===== src/rtl/ex_flag_stage_if.sv =====
// Execute-to-EX/MEM bus: EX instruction payload in, pipeline register and flags out.
interface ex_flag_stage_if #(
    parameter int unsigned DW = 16,
    parameter int unsigned RW = 4
);
    logic          valid_in;
    logic [3:0]    opcode_in;
    logic [DW-1:0] alu_res_in;
    logic [DW-1:0] shift_res_in;
    logic          ovf_in;
    logic [RW-1:0] rd_in;
    logic          wr_en_in;
    logic          stall;
    logic          flush;
    logic          valid_out;
    logic [DW-1:0] res_out;
    logic [RW-1:0] rd_out;
    logic          wr_en_out;
    logic          flag_z;
    logic          flag_v;
    logic          flag_n;

    modport master (
        output valid_in, opcode_in, alu_res_in, shift_res_in, ovf_in,
               rd_in, wr_en_in, stall, flush,
        input  valid_out, res_out, rd_out, wr_en_out, flag_z, flag_v, flag_n
    );

    modport slave (
        input  valid_in, opcode_in, alu_res_in, shift_res_in, ovf_in,
               rd_in, wr_en_in, stall, flush,
        output valid_out, res_out, rd_out, wr_en_out, flag_z, flag_v, flag_n
    );
endinterface


===== src/rtl/ex_flag_stage.sv =====
// EX/MEM pipeline register with result select and the architectural Z/V/N flag register.
module ex_flag_stage #(
    parameter int unsigned DW = 16,
    parameter int unsigned RW = 4
) (
    input  logic          clk,
    input  logic          rst_n,
    ex_flag_stage_if.slave bus
);
    localparam logic [3:0] OP_ADD    = 4'b0000;
    localparam logic [3:0] OP_SUB    = 4'b0001;
    localparam logic [3:0] OP_XOR    = 4'b0010;
    localparam logic [3:0] OP_SLL    = 4'b0100;
    localparam logic [3:0] OP_SRA    = 4'b0101;
    localparam logic [3:0] OP_ROR    = 4'b0110;

    logic          r_valid;
    logic [DW-1:0] r_res;
    logic [RW-1:0] r_rd;
    logic          r_wr_en;
    logic          r_flag_z;
    logic          r_flag_v;
    logic          r_flag_n;

    logic [DW-1:0] w_sel;
    logic          w_upd_zn;
    logic          w_upd_z;
    logic          w_zero;

    // Opcode decode: unlisted or unknown opcodes take the ALU path and touch no flags.
    always_comb begin
        w_sel    = bus.alu_res_in;
        w_upd_zn = 1'b0;
        w_upd_z  = 1'b0;
        case (bus.opcode_in)
            OP_ADD, OP_SUB: w_upd_zn = 1'b1;
            OP_XOR:         w_upd_z  = 1'b1;
            OP_SLL, OP_SRA, OP_ROR: begin
                w_sel   = bus.shift_res_in;
                w_upd_z = 1'b1;
            end
            default: ;
        endcase
    end

    assign w_zero = (w_sel == DW'(0));

    // Flush kills even a stalled instruction; stall freezes everything else.
    always_ff @(posedge clk or negedge rst_n) begin
        if (!rst_n) begin
            r_valid  <= 1'b0;
            r_res    <= '0;
            r_rd     <= '0;
            r_wr_en  <= 1'b0;
            r_flag_z <= 1'b0;
            r_flag_v <= 1'b0;
            r_flag_n <= 1'b0;
        end else if (bus.flush) begin
            r_valid <= 1'b0;
            r_wr_en <= 1'b0;
        end else if (!bus.stall) begin
            r_valid <= bus.valid_in;
            r_wr_en <= bus.valid_in & bus.wr_en_in;
            r_res   <= w_sel;
            r_rd    <= bus.rd_in;
            if (bus.valid_in) begin
                if (w_upd_zn) begin
                    r_flag_z <= w_zero;
                    r_flag_n <= w_sel[DW-1];
                    r_flag_v <= bus.ovf_in;
                end else if (w_upd_z) begin
                    r_flag_z <= w_zero;
                end
            end
        end
    end

    assign bus.valid_out = r_valid;
    assign bus.res_out   = r_res;
    assign bus.rd_out    = r_rd;
    assign bus.wr_en_out = r_wr_en;
    assign bus.flag_z    = r_flag_z;
    assign bus.flag_v    = r_flag_v;
    assign bus.flag_n    = r_flag_n;
endmodule


===== src/flat_wrapper.sv =====
// flat-port wrapper written by rule: the top's interface ports become plain ports
module ex_flag_stage_flat 
#(
    parameter int unsigned DW = 16,
    parameter int unsigned RW = 4
)
  (clk, rst_n, bus_valid_in, bus_opcode_in, bus_alu_res_in, bus_shift_res_in, bus_ovf_in, bus_rd_in, bus_wr_en_in, bus_stall, bus_flush, bus_valid_out, bus_res_out, bus_rd_out, bus_wr_en_out, bus_flag_z, bus_flag_v, bus_flag_n);
  ex_flag_stage_if #(.DW(DW), .RW(RW)) bus_i ();
  input  logic clk;
  input  logic rst_n;
  input wire logic [$bits(bus_i.valid_in)-1:0] bus_valid_in;
  input wire logic [$bits(bus_i.opcode_in)-1:0] bus_opcode_in;
  input wire logic [$bits(bus_i.alu_res_in)-1:0] bus_alu_res_in;
  input wire logic [$bits(bus_i.shift_res_in)-1:0] bus_shift_res_in;
  input wire logic [$bits(bus_i.ovf_in)-1:0] bus_ovf_in;
  input wire logic [$bits(bus_i.rd_in)-1:0] bus_rd_in;
  input wire logic [$bits(bus_i.wr_en_in)-1:0] bus_wr_en_in;
  input wire logic [$bits(bus_i.stall)-1:0] bus_stall;
  input wire logic [$bits(bus_i.flush)-1:0] bus_flush;
  output wire logic [$bits(bus_i.valid_out)-1:0] bus_valid_out;
  output wire logic [$bits(bus_i.res_out)-1:0] bus_res_out;
  output wire logic [$bits(bus_i.rd_out)-1:0] bus_rd_out;
  output wire logic [$bits(bus_i.wr_en_out)-1:0] bus_wr_en_out;
  output wire logic [$bits(bus_i.flag_z)-1:0] bus_flag_z;
  output wire logic [$bits(bus_i.flag_v)-1:0] bus_flag_v;
  output wire logic [$bits(bus_i.flag_n)-1:0] bus_flag_n;
  assign bus_i.valid_in = bus_valid_in;
  assign bus_i.opcode_in = bus_opcode_in;
  assign bus_i.alu_res_in = bus_alu_res_in;
  assign bus_i.shift_res_in = bus_shift_res_in;
  assign bus_i.ovf_in = bus_ovf_in;
  assign bus_i.rd_in = bus_rd_in;
  assign bus_i.wr_en_in = bus_wr_en_in;
  assign bus_i.stall = bus_stall;
  assign bus_i.flush = bus_flush;
  assign bus_valid_out = bus_i.valid_out;
  assign bus_res_out = bus_i.res_out;
  assign bus_rd_out = bus_i.rd_out;
  assign bus_wr_en_out = bus_i.wr_en_out;
  assign bus_flag_z = bus_i.flag_z;
  assign bus_flag_v = bus_i.flag_v;
  assign bus_flag_n = bus_i.flag_n;
  ex_flag_stage #(.DW(DW), .RW(RW)) u_core (.clk(clk), .rst_n(rst_n), .bus(bus_i));
endmodule

===== config.mk =====
export PLATFORM = sky130hd
export DESIGN_NAME = ex_flag_stage_flat
export DESIGN_NICKNAME = d
export VERILOG_FILES = /design/src/rtl/ex_flag_stage_if.sv /design/src/rtl/ex_flag_stage.sv /design/src/flat_wrapper.sv
export SDC_FILE = /design/constraint.sdc
export NUM_CORES = 1
export LEC_CHECK = 0
export BUFFER_PORTS_ARGS = -buffer_cell sky130_fd_sc_hd__buf_2
export CORE_UTILIZATION = 46
export CTS_BUF_LIST = sky130_fd_sc_hd__clkbuf_16
export DETAILED_ROUTE_END_ITERATION = 10
export PLACE_DENSITY = 0.87
export SETUP_SLACK_MARGIN = 0.02
export SYNTH_ARGS = -nofsm -noshare
export SYNTH_HDL_FRONTEND = slang
export SYNTH_SLANG_ARGS = --single-unit

===== constraint.sdc =====
create_clock -name clk -period 2 [get_ports clk]
set_input_delay 0.3 -clock clk [delete_from_list [all_inputs] [get_ports clk]]
set_output_delay 0.3 -clock clk [all_outputs]
set_load 0.005 [all_outputs]

* Yosys cells after proc, flatten, opt, wreduce, memory -nomap -nowiden *
Index checks and enable logic that the tools add are counted.

storage, ports and cells
  register bits = 25
  input port bits = 47
  word-level logic and storage cells = 34

operators by class
  equality and inequality tests = 6
  muxes and demuxes = 9
  bitwise logic cells = 3
  reductions and logical operators = 9

operators with widths
  kind                  count
  $logic_not A16 Y1     1
  $mux W16              1
  $eq A4 B3 Y1 const B  3
  $mux W1               8
  $reduce_and A4 Y1     2
  $eq A4 B1 Y1 const B  1
  $eq A4 B2 Y1 const B  1
  $logic_not A4 Y1      1
  $reduce_or A4 Y1      1
  $reduce_or A3 Y1      1
  $ne A2 B1 Y1 const B  1
  $not A1 Y1            2
  $reduce_and A2 Y1     1
  $reduce_bool A2 Y1    1
  $reduce_or A2 Y1      1
  $and A1 B1 Y1         1

* Longest topological paths before layout *
  depth after elaboration = 6
  gate-level depth with buffers = 6
  gate-level depth less buffers = 4

* Worst setup path before layout *
OpenSTA, ideal clock, no wires.

  kind = input to register
  start point = in bus_opcode_in[3]
  end point = reg u_core.r_res[15], in the netlist u_core.bus.res_out[15]
  arrival time = 1237 ps
  slack = 638 ps
  stages on the path = 5
  buffers on the path = 1
  cells stage by stage = nand2b_4 > nand2b_4 > buf_6 > mux2_4 > mux2_2

on the way
  longest elaborated chain between the ends = 3
  elaborated cells between the ends (all ways) = 5
  classes of those cells = 3 x eq/ne; 1 x mux; 1 x reduce/logical

ends and longest elaborated chain
  element                 RTL line             RTL
  start: declaration      flat_wrapper.sv:12   input wire logic [$bits(bus_i.opcode_in)-1:0] bus_opcode_in;
  $eq A4 B3 Y1            ex_flag_stage.sv:35  case (bus.opcode_in)
  $reduce_or A3 Y1 (*)    -
  $mux W16 (*)            ex_flag_stage.sv:35
  end signal: assignment  ex_flag_stage.sv:64  r_res <= w_sel;
  end: declaration        ex_flag_stage.sv:18  logic [DW-1:0] r_res;

Mark *: on every way between the ends. The rest lies on a longest branch, timed or not.
A chain may end at the register's enable or synchronous reset.

* Worst setup path after layout *
Same ends and word-level chain as after synthesis.

==> impl_results.md <==
* Clock root buffer: clkbuf_16
* Antenna violations before repair at 0
* Dpl cell area at 1610 sq um
* Wire per inst at 14.6 um
* Cts bufs inserted at 3
* Worst Skew at 0 ps
* Core region area at 2500 sq um
* TritonRoute pass-1 iters at 4
* Final HPWL DP at 2380 um
* Power share of the clock group at 0.328
* Clock sink total at 25
* CTS HTree Levels at 1
* Fin nets at 232
* Synth Cell Area at 1230 sq um
* Final GP Congestion at 0.850
* Total routed wirelength at 3110 um
* IO Port Bufs at 71
* Worst-skew pair later-pin latency at 250 ps
* Slew margin rel. at 0.624
* Gr ovfl total at 0
* Slew Viols, Final at 0
* Fraction of layout cells with a size suffix above 1 at 0.478
* # rows at 18
* Post-CTS resize count at 0
* Vias at 1162
* Fin crit share at 0.664
* Fin crit period at 1330 ps
* Count of different cell masters after synthesis at 22
* DR iter-0 viols at 17
* Sequential Power Share at 0.462
* Synth Area in Compound Gates at 0.0965
* Top cells by area, synth: dfrtp_1 51%, mux2i_1 12%, mux2_2 7.3%
* Ports at 72
* Area growth, synth to finish at 36.8%
* Leak at 0.000893 uW
* Worst setup EP type: flop
* Comb power frac at 0.210
* Seq/Total Area, Yosys at 0.508
* Crit Path Class: in -> reg
* Starting density of the core at 0.492
* TNS Setup at 0 ps
* Full die area at 2890 sq um
* Vias in the first global route at 1135
* Postcts setup bufs at 0
* GRT Util Overall at 0.225
* Synth Net Count at 159
* Number of max-cap violations at 0
* Synth area leader: dfrtp_1
* Clock-pin slew on the worst setup and hold paths at 60 ps
* Mean area per synthesized cell at 11.0 sq um
* Most common cell after layout, fill and taps aside: buf_2
* First-pass GRT wire length at 4630 um
* Final setup vio count at 0
* Pwr per Cell Area at 781 nW/um^2
* Fmax at 0.753 GHz
* Post-synth top area share at 0.508
* Multiplexer area fraction after synthesis at 0.207
* Synth Area in XOR/XNOR at 0
* Post-synthesis simple-gate area fraction at 0.161
* Int Power at 986 uW
* Sw Ratio at 0.251
* Via-to-Cell Ratio at 5.43
* Diode count at 0
* Run status: finished clean
* Die Y-Extent at 53.7 um
* Clk buf depth at 2
* Hold Crit Class: in -> async
* Design Area, Final at 1680 sq um
* Max rail drop VDD at 0.549 mV
* Startpoint Class: primary input
* Largest net degree at the start of global routing at 26
* DR DRC count at 0
* Yosys warns at 0
* Crit Path Max Fanout at 18
* RSZ-0062 raised after global routing: no
* Psw at 330 uW
* Synth Area in Adders at 0
* Hold buffers post-CTS at 0
* Antenna-violating nets left at 0
* Die X at 53.7 um
* Number of fill cells at 199
* Largest family of logic cells by synthesized area: multiplexers
* Hold Vio Cnt, Final at 0
* Seq cells post-synth at 25
* Worst slew pin tran at 563 ps
* Commonest cells after routing, fill and taps aside: 71 x buf_2, 25 x dfrtp_1, 19 x nor2_1
* CP arrival at 1470 ps
* CTS tree: done
* Worst Path Required at 2140 ps
* Synth Instances at 112
through the flow:
step	hold slack [ps]	cells	power [uW]	util	setup slack [ps]
final	30.4	214	1320	0.674	672
after global routing	74.5	214	1370	0.674	636
after CTS	50.0	214	1320	0.674	670
after detailed placement	326	210	891	0.642	400
after global placement	309	210	878	0.642	444
after floorplan	4.41	112	739	-	638
final cells by class:
cell class / count / area (sq um) / area share
clock buffer: 3 / 75.1 / 0.0446
multi-input combinational: 82 / 572 / 0.340
timing repair buffer: 73 / 370 / 0.220
clock inverter: 1 / 3.75 / 0.00223
sequential: 25 / 626 / 0.371
tap: 30 / 37.5 / 0.0223
state kept, by name, summed over array words and instances (netlist names):
register and flops:
u_core.bus.res_out 16, u_core.bus.flag_n 1, u_core.bus.wr_en_out 1, u_core.bus.flag_v 1, u_core.bus.flag_z 1, u_core.bus.rd_out 4, u_core.bus.valid_out 1
critical path, cell delays in order:
cell and delay, ps:
buf_2 110, nand2b_4 150, nand2b_4 280, mux2_4 360, mux2_2 270
metal layers:
layer | vias to the layer above | part of all wire | track usage
met5 | - | 0 | 0
met4 | 0 | 0.020 | 0.114
met3 | 8 | 0.068 | 0.0395
met2 | 55 | 0.51 | 0.397
met1 | 545 | 0.40 | 0.257
li1 | 554 | - | -
power groups by stage:
stage               Combinational [uW]  Sequential (uW)  Clock [uW]
floorplan                          116              623           0
global placement                   266              613           0
detailed placement                 277              615           0
CTS                                278              608         438
global route                       304              616         454
finish                             276              608         432
path summary, 6_finish.rpt:
kind	end	from	slack, ps	depth (start not counted)
worst max-delay path	u_core.bus.res_out[15]$_DFFE_PN0P_	bus_opcode_in[3]	670	5
worst min-delay path	u_core.bus.wr_en_out$_DFFE_PN0P_	rst_n	30	1
worst max register to register	u_core.bus.rd_out[2]$_DFFE_PN0P_	u_core.bus.rd_out[2]$_DFFE_PN0P_	1220	1
worst min register to register	u_core.bus.rd_out[0]$_DFFE_PN0P_	u_core.bus.rd_out[0]$_DFFE_PN0P_	500	1
max in group asynchronous	u_core.bus.res_out[7]$_DFFE_PN0P_	rst_n	1590	1
min in group clk	u_core.bus.valid_out$_DFFE_PN0P_	bus_flush	230	2
cell families after synthesis:
kind of cell    Yosys count
compound gates           21
buf+inv                   5
flops                    25
mux                      24
simple gates             37
cell usage after synthesis:
master      n
nor2_1     19
nor2_2      1
o2111ai_1   1
buf_6       2
nand4b_1    2
mux2_2      8
clkbuf_1    3
nand2b_4    2
or4_1       1
dfrtp_1    25
nor3_1      2
mux2_4      1
a21oi_1    17
o31ai_1     1
nor4_1      5
a32o_1      1
nand2_1     2
mux2i_1    15
and2_1      1
a22oi_1     1
or3_1       1
nor2b_1     1
Note: power is estimated with default switching activity, not from simulation.
